## src/rtl/vga_timing_gen.sv

```systemverilog
// Raster timing generator: registered h/v counters with sync and blank flags.
// Optional frame_tick output is enabled with the VGA_FRAME_TICK_EN macro.
module vga_timing_gen #(
    parameter int unsigned H_ACTIVE = 800,
    parameter int unsigned H_FP     = 40,
    parameter int unsigned H_SYNC   = 128,
    parameter int unsigned H_BP     = 88,
    parameter int unsigned V_ACTIVE = 600,
    parameter int unsigned V_FP     = 1,
    parameter int unsigned V_SYNC   = 4,
    parameter int unsigned V_BP     = 23,
    parameter bit          H_POL    = 1'b1,
    parameter bit          V_POL    = 1'b1
) (
    input  logic        pclk,
    input  logic        rst,
    input  logic        ce,
    output logic [10:0] hcount,
    output logic [10:0] vcount,
    output logic        hsync,
    output logic        vsync,
    output logic        hblnk,
    output logic        vblnk
`ifdef VGA_FRAME_TICK_EN
    ,
    output logic        frame_tick
`endif
);

    localparam int unsigned H_TOTAL_I = H_ACTIVE + H_FP + H_SYNC + H_BP;
    localparam int unsigned V_TOTAL_I = V_ACTIVE + V_FP + V_SYNC + V_BP;

    if (H_TOTAL_I > 2047 || V_TOTAL_I > 2047 || H_TOTAL_I == 0 || V_TOTAL_I == 0) begin : g_param_check
        $fatal(1, "vga_timing_gen: H_TOTAL/V_TOTAL must be in 1..2047");
    end

    localparam logic [10:0] H_LAST     = 11'(H_TOTAL_I - 1);
    localparam logic [10:0] V_LAST     = 11'(V_TOTAL_I - 1);
    localparam logic [10:0] H_ACT      = 11'(H_ACTIVE);
    localparam logic [10:0] V_ACT      = 11'(V_ACTIVE);
    localparam logic [10:0] HS_START   = 11'(H_ACTIVE + H_FP);
    localparam logic [10:0] HS_END     = 11'(H_ACTIVE + H_FP + H_SYNC);
    localparam logic [10:0] VS_START   = 11'(V_ACTIVE + V_FP);
    localparam logic [10:0] VS_END     = 11'(V_ACTIVE + V_FP + V_SYNC);

    logic        h_last;
    logic        v_last;
    logic [10:0] h_nxt;
    logic [10:0] v_nxt;
    logic        hsync_nxt;
    logic        vsync_nxt;
    logic        hblnk_nxt;
    logic        vblnk_nxt;

    // Flags decode the next-state counts so they line up with the registered counts.
    always_comb begin
        h_last    = (hcount == H_LAST);
        v_last    = (vcount == V_LAST);
        h_nxt     = h_last ? 11'd0 : hcount + 11'd1;
        v_nxt     = vcount;
        if (h_last) begin
            v_nxt = v_last ? 11'd0 : vcount + 11'd1;
        end
        hblnk_nxt = (h_nxt >= H_ACT);
        vblnk_nxt = (v_nxt >= V_ACT);
        hsync_nxt = ((h_nxt >= HS_START) && (h_nxt < HS_END)) ? H_POL : ~H_POL;
        vsync_nxt = ((v_nxt >= VS_START) && (v_nxt < VS_END)) ? V_POL : ~V_POL;
    end

    always_ff @(posedge pclk or negedge rst) begin
        if (!rst) begin
            hcount <= 11'd0;
            vcount <= 11'd0;
            hblnk  <= 1'b0;
            vblnk  <= 1'b0;
            hsync  <= ~H_POL;
            vsync  <= ~V_POL;
        end else if (ce) begin
            hcount <= h_nxt;
            vcount <= v_nxt;
            hblnk  <= hblnk_nxt;
            vblnk  <= vblnk_nxt;
            hsync  <= hsync_nxt;
            vsync  <= vsync_nxt;
        end
    end

`ifdef VGA_FRAME_TICK_EN
    // Pulses only on the step into (0,0); cleared on any ce-low cycle.
    always_ff @(posedge pclk or negedge rst) begin
        if (!rst) begin
            frame_tick <= 1'b0;
        end else begin
            frame_tick <= ce & h_last & v_last;
        end
    end
`endif

endmodule

```

## config.mk

```make
export PLATFORM = sky130hd
export DESIGN_NAME = vga_timing_gen
export DESIGN_NICKNAME = d
export VERILOG_FILES = /design/src/rtl/vga_timing_gen.sv
export SDC_FILE = /design/constraint.sdc
export NUM_CORES = 1
export LEC_CHECK = 0
export BUFFER_PORTS_ARGS = -buffer_cell sky130_fd_sc_hd__buf_2
export CAP_MARGIN = 0
export CORE_ASPECT_RATIO = 1.2
export CORE_MARGIN = 8
export CORE_UTILIZATION = 60
export CTS_BUF_LIST = sky130_fd_sc_hd__clkbuf_4 sky130_fd_sc_hd__clkbuf_8
export DETAILED_ROUTE_END_ITERATION = 10
export HOLD_SLACK_MARGIN = 0.12
export PLACE_DENSITY_LB_ADDON = 0.3
export SYNTH_ARGS = -nofsm -noshare
export SYNTH_HDL_FRONTEND = slang
export SYNTH_SLANG_ARGS = --single-unit
```

## constraint.sdc

```tcl
create_clock -name pclk -period 6.9 [get_ports pclk]
set_input_delay 1.38 -clock pclk [delete_from_list [all_inputs] [get_ports pclk]]
set_output_delay 1.38 -clock pclk [all_outputs]
set_load 0.005 [all_outputs]
```

==> results of run 1 <==
layout make-up:
cell class	instances	share of cell area, %
Multi-Input combinational cell	153	53.34
Sequential cell	26	34.71
Inverter	5	1.001
Tap cell	34	2.270
Clock buffer	3	1.202
Timing Repair Buffer	28	7.477
synth_stat cells (all sizes together) (2+ instances only):
| master | number | area share, % |
|---|---|---|
| dfrtp | 26 | 37 |
| nand2 | 19 | 4.0 |
| o21ai | 17 | 4.8 |
| buf | 14 | 5.3 |
| nor2 | 14 | 3.0 |
| nand3 | 12 | 3.7 |
| nand4 | 11 | 3.9 |
| and3 | 9 | 3.3 |
| xnor2 | 9 | 4.4 |
| a21oi | 8 | 2.3 |
| inv | 5 | 1.1 |
| clkbuf | 4 | 0.84 |
| and4 | 3 | 1.5 |
| mux2 | 3 | 1.9 |
| nor4 | 3 | 1.9 |
| a2bb2oi | 2 | 0.99 |
| a31oi | 2 | 0.70 |
| and4b | 2 | 1.1 |
| ha | 2 | 1.4 |
| mux2i | 2 | 1.1 |
| nand4b | 2 | 0.99 |
| nor3 | 2 | 0.56 |
| nor4b | 2 | 1.3 |
| o211ai | 2 | 0.84 |
| o31ai | 2 | 0.84 |
| o32a | 2 | 1.1 |
| o32ai | 2 | 0.99 |
| or3 | 2 | 0.70 |
path summary, 6_finish.rpt:
path                       depth (start not counted)  slack [ns]               endpoint                   from
setup reg to reg                                   7        4.20      vsync$_DFFE_PN0P_  hcount[0]$_DFFE_PN0P_
hold reg to reg                                    1        0.54  hcount[0]$_DFFE_PN0P_  hcount[0]$_DFFE_PN0P_
max in group asynchronous                          1        5.47  hcount[9]$_DFFE_PN0P_                    rst
min in group asynchronous                          1        1.04  vcount[5]$_DFFE_PN0P_                    rst
hold / removal                                     1        0.54  hcount[0]$_DFFE_PN0P_  hcount[0]$_DFFE_PN0P_
setup / recovery                                   7        4.20      vsync$_DFFE_PN0P_  hcount[0]$_DFFE_PN0P_
worst max-delay path: stages, from the launching register on:
cell     delay (ns)
dfrtp_1        0.43
ha_1           0.27
and4_1         0.42
nand3_2        0.28
or4_1          0.58
a32oi_1        0.26
nand4_1        0.12
o32ai_1        0.24
metrics by stage:
step,hold slack [ns],power [W],std cells,util (%),instance area [sq um]
finish,0.5428,0.0004202,249,66.67,1874
global placement,0.4913,0.0003535,246,65.87,1852
CTS,0.5444,0.0004242,249,66.67,1874
global route,0.5759,0.0004528,249,66.67,1874
floorplan,0.5078,0.0003175,202,-,1778
detailed placement,0.5245,0.0003600,246,65.87,1852
registers in the layout, indices dropped and copies added, names as in the netlist:
| register | flops |
|---|---|
| hblnk | 1 |
| hcount | 11 |
| hsync | 1 |
| vblnk | 1 |
| vcount | 11 |
| vsync | 1 |
routing by layer:
layer / track usage (%) / part of all wire [%]
met4: 10.19 / 1.8
met1: 19.84 / 40
met5: 0 / 0
met3: 3.382 / 6.8
met2: 32.97 / 52
power by group:
part	internal, W	switching, W
Sequential	0.000177	0.0000456
Combinational	0.0000651	0.0000683
Clock	0.0000205	0.0000435
Total	0.000263	0.000157
kinds of logic (layout without fill, tap and decap cells):
logic type | count (synthesis) | in the layout | synth area share, %
AO/OA/AOI/OAI | 47 | 47 | 17.73
XOR/XNOR | 10 | 10 | 4.926
adder cells (fa/ha/maj) | 2 | 2 | 1.407
flip-flops | 26 | 26 | 36.59
multiplexers | 5 | 5 | 3.026
buffers and inverters | 23 | 36 | 7.178
AND/OR/NAND/NOR | 89 | 89 | 29.14
layout by cell type (no fill, tap or decap), types with 2 or more instances in the layout:
cell       netlist  final
a21oi_1          8      8
a2bb2oi_1        2      2
a31oi_1          2      2
and3_1           7      7
and3_2           2      2
and4_1           3      3
and4b_1          2      2
buf_2            6     28
clkbuf_4         0      3
dfrtp_1         26     26
ha_1             2      2
inv_1            5      5
mux2_2           3      3
mux2i_1          2      2
nand2_1         19     19
nand3_1         11     11
nand4_1         11     11
nand4b_1         2      2
nor2_1          14     14
nor3_1           2      2
nor4_1           2      2
o211ai_1         2      2
o21ai_0         17     17
o31ai_1          2      2
o32a_1           2      2
o32ai_1          2      2
or3_1            2      2
xnor2_1          9      9
==> impl_results.md, run 1 <==
* Pre-CTS setup slack at 4.208 ns
* Fin crit period at 2.702 ns
* Ant diodes at 0
* Worst slew margin at 60.31%
* # setup viols final at 0
* Top-level I/O count at 29
* DP HPWL at 3034 microns
* Synth-to-Final Area Change at 5.419%
* DRC Markers at 0
* Worst Path Arrival at 2.93 ns
* Most used DFF post-synth: dfrtp_1
* Fin. Hold Viols at 0
* Distinct cells, synth at 54
* Grt total ovfl at 0
* Fillers at 222
* Layout cells sized above 1 at 19.07%
* Maximum vdd drop at 0.1778 mV
* Clock sink count at 26
* Status: completed
* CP max FO at 11
* CTS Buf Count at 3
* Critical path type: flip-flop to flip-flop
* Die area at 4968 sq um
* Register bit total from synthesis at 26
* Row Count at 21
* Initial Utilization at 63.24%
* Drt total wl at 4331 microns
* Hold-fix buffers at CTS at 0
* PortBufs at 28
* Clock Tree Buf Depth at 2
* Worst Skew at 0.001572 ns
* H-tree depth at 1
* Max Slew Vio Count at 0
* Post-DR wirelength/cell at 17.39 microns
* Crit path required time at 7.13 ns
* Fin crit share at 39.15%
* Global-route wire length before repair at 7389 microns
* Ys Warns at 0
* Pwr Density at 224.2 nW/um^2
* Max Freq at 370.2 MHz
* CP Capture Type: flip-flop
* DIE HEIGHT at 75.63 microns
* Crit path launch type: flip-flop
* Setup TNS Final at 0 ns
* Pre-antenna DRT Iters at 5
* Post-CTS Resized at 0
* Setup ws final at 4.198 ns
* Asr flop ratio synth at 100.0%
* Reg clk slew, reported paths at 0.13 ns
* Core Box Area at 2811 sq um
* Vias at 1,640
* Global-route usage over all layers at 18.35%
* Sequential cell area at 650.6 sq um
* RSZ-0062 raised after global routing: false
* Clock Latency Late Sink at 0.32 ns
* Nets at 222
* Post-Syn Area per Cell at 8.802 sq um
* Die X at 65.69 microns
* Synthesized netlist cell count at 202
* Min-Delay Path Class: flip-flop to flip-flop
* Worst slew pin tran at 0.5954 ns
* GP Congestion at 0.8976
* Initial antenna violation count at 0
* Total of max-cap violations at 0
* Sequential share of the synthesized area at 36.59%
* EDFF count, synth at 0
* Setup Fix Bufs, Post-CTS at 0
* Area of the multi-input gates at 999.7 sq um
* DRT iter0 DRCs at 199
* Post-synth net total at 207
* Post-route ant nets at 0
* Pin count of the biggest net entering global routing at 31
* Number of global-route vias before repair at 1,701
* Leak pwr at 0.8086 nW
* Cell area after synthesis at 1778 sq um
* Root Driver: clkbuf_4
* CTS tree: built
* Via density per instance at 6.586
Power figures use the tool's default switching activity.
==> inputs of run 2 (changes only) <==
ABC_AREA = 1   (was not set)
CORE_UTILIZATION = 54   (was 60)
clock period = 2.4 ns   (was 6.9 ns; I/O delays follow)
==> run 2 against run 1 <==
Against the previous run: die area grew 19%; area after synthesis grew 12%; cell area grew 18%; register-to-register slack lost 4.0 ns; critical path depth grew 4; worst setup slack lost 4.0 ns.
==> impl_results.md, run 2 <==
* Most common cell in the synthesized netlist: nand2_1
* CP max FO at 13
* Vias at 1,972
* DIE HEIGHT at 82.57 microns
* Layout cells sized above 1 at 18.52%
* Fin crit share at 91.32%
* Most frequent cells after synthesis: nand2_1, inv_1, nor2_1, nand3_1, dfrtp_1
* Post-CTS Resized at 0
* Ys Warns at 0
* Worst slew pin tran at 0.5887 ns
* Crit path launch type: flip-flop
* Crit path required time at 2.61 ns
* Cell area after synthesis at 1994 sq um
* Clock Latency Late Sink at 0.27 ns
* Nets at 330
* Synth-to-Final Area Change at 10.48%
* DRC Markers at 0
* Commonest non-fill, non-tap cell in the layout: nand2_1
* Pin count of the biggest net entering global routing at 27
* Worst slew margin at 60.75%
* Top-level I/O count at 29
* Row Count at 24
* Worst Path Arrival at 2.41 ns
* Post-DR wirelength/cell at 13.45 microns
* H-tree depth at 1
* Grt total ovfl at 0
* Global-route wire length before repair at 8521 microns
* Setup TNS Final at 0 ns
* Core Box Area at 3573 sq um
* Clock Tree Buf Depth at 2
* Min-Delay Path Class: input port to async pin
* Worst Skew at 0.005159 ns
* Global-route usage over all layers at 17.99%
* CTS Buf Count at 3
* RSZ-0062 raised after global routing: false
* Post-synth net total at 302
* Leak pwr at 1.122 nW
* EDFF count, synth at 0
* Drt total wl at 4884 microns
* Reg2Reg Depth at 11
* Post-route ant nets at 0
* Die X at 71.48 microns
* Max Freq at 456.2 MHz
* Register bit total from synthesis at 26
* Clock sink count at 26
* Pwr Density at 741.5 nW/um^2
* Reg clk slew, reported paths at 0.09 ns
* Leading area contributor after synthesis: dfrtp_1
* Synthesized netlist cell count at 297
* Synth top area share at 32.62%
* Reg-to-reg setup timing slack at 0.21 ns
* Top Registers: hcount x11, vcount x11
* Pre-antenna DRT Iters at 4
* # setup viols final at 0
* Status: completed
* Hold-fix buffers at CTS at 0
* Distinct cells, synth at 29
* Commonest non-fill, non-tap cells in the layout: nand2_1, inv_1, nor2_1, nand3_1, buf_2
* R2R Path End: vsync$_DFFE_PN0P_
* Initial antenna violation count at 0
* Total of max-cap violations at 0
* CP Capture Type: flip-flop
* Fin crit period at 2.192 ns
* GP Congestion at 0.9320
* Setup Fix Bufs, Post-CTS at 0
* Ant diodes at 0
* Placed inst area at 2148 sq um
* Die area at 5902 sq um
* Critical path type: flip-flop to flip-flop
* DRT iter0 DRCs at 157
* CTS tree: built
* Post-Syn Area per Cell at 6.715 sq um
* Initial Utilization at 55.81%
* Final Instance Area at 2203 sq um
* Top cells by area, synth: dfrtp_1, nand2_1, nand3_1
* Cells after DPL at 359
* DP HPWL at 3843 microns
* Fin. Hold Viols at 0
* Root Driver: clkbuf_8
* Number of global-route vias before repair at 1,957
* PortBufs at 28
* Maximum vdd drop at 0.4112 mV
* Asr flop ratio synth at 100.0%
* Fin cells at 363
* Sequential share of the synthesized area at 32.62%
* Via density per instance at 5.433
* RR Startpoint: hcount[0]$_DFFE_PN0P_
* Most used DFF post-synth: dfrtp_1
* Max Slew Vio Count at 0
[run 2: cell types whose count changed after synthesis, moves of 7 or more]
| cell | change |
|---|---|
| nand2_1 | +73 |
| inv_1 | +30 |
| and3_1 | -7 |
| xnor2_1 | -9 |
| nor2_1 | +18 |
| nand3_1 | +18 |
[run 2: routing by layer]
layer | routed length, microns | vias to the layer above | GRT usage (%)
li1 | - | 1012 | -
met1 | 1942 | 901 | 18.82
met2 | 2558 | 48 | 33.76
met3 | 272 | 11 | 3.261
met4 | 111 | 0 | 9.816
met5 | 0 | - | 0
[run 2: how the worst max path moves through the flow]
stage | slack [ns] | from | to
6_report | 0.21 | hcount[0]$_DFFE_PN0P_ | vsync$_DFFE_PN0P_
5_1_grt | 0.02 | hcount[0]$_DFFE_PN0P_ | vsync$_DFFE_PN0P_
4_1_cts | 0.20 | hcount[0]$_DFFE_PN0P_ | vsync$_DFFE_PN0P_
3_5_place_dp | 0.23 | hcount[0]$_DFFE_PN0P_ | hsync$_DFFE_PN0P_
3_3_place_gp | 0.25 | hcount[0]$_DFFE_PN0P_ | vsync$_DFFE_PN0P_
2_1_floorplan | 0.60 | hcount[0]$_DFFE_PN0P_ | vsync$_DFFE_PN0P_
[run 2: critical path, cell delays in order, from the launching register on]
cell	delay, ns
dfrtp_1	0.46
ha_1	0.33
nand4_2	0.20
nor2_4	0.35
nand3_1	0.18
nand2_1	0.12
nand2_2	0.08
nor2_4	0.12
nand3_2	0.09
nor2_2	0.08
nand3_1	0.07
nand2_1	0.06
[run 2: area by class of cell]
class | count | area [sq um]
well taps | 39 | 48.80
inverters | 36 | 135.1
fillers | 347 | 1370
repair buffers | 31 | 162.7
multi-input cells | 227 | 1151
clock buffers | 4 | 55.05
flip-flops and latches | 26 | 650.6
[run 2: logic make-up after synthesis]
kind of cell,after synthesis,share of synthesized area [%]
buffers and inverters,44,9.660
AOI/OAI and AO/OA,34,9.536
xor gates and xnor gates,2,0.8785
adders and majority gates,2,1.255
and+or+nand+nor,189,46.05
DFF,26,32.62
[run 2: through the flow]
stage	util (%)	power, W	worst slack (ns)	hold slack (ns)
CTS	61.66	0.001655	0.2024	0.2193
floorplan	-	0.001127	0.6008	0.1844
detailed placement	60.12	0.001365	0.2350	0.4691
global route	61.66	0.001780	0.02116	0.2545
finish	61.66	0.001634	0.2082	0.1985
global placement	60.12	0.001357	0.2490	0.4651
[run 2: report_power, final]
group	internal [W]	total [W]	switching, W	leakage (nW)
Combinational	0.000239	0.000648	0.000410	0.765
Clock	0.000147	0.000282	0.000136	0.0288
Sequential	0.000542	0.000703	0.000161	0.328
Total	0.000927	0.00163	0.000707	1.12
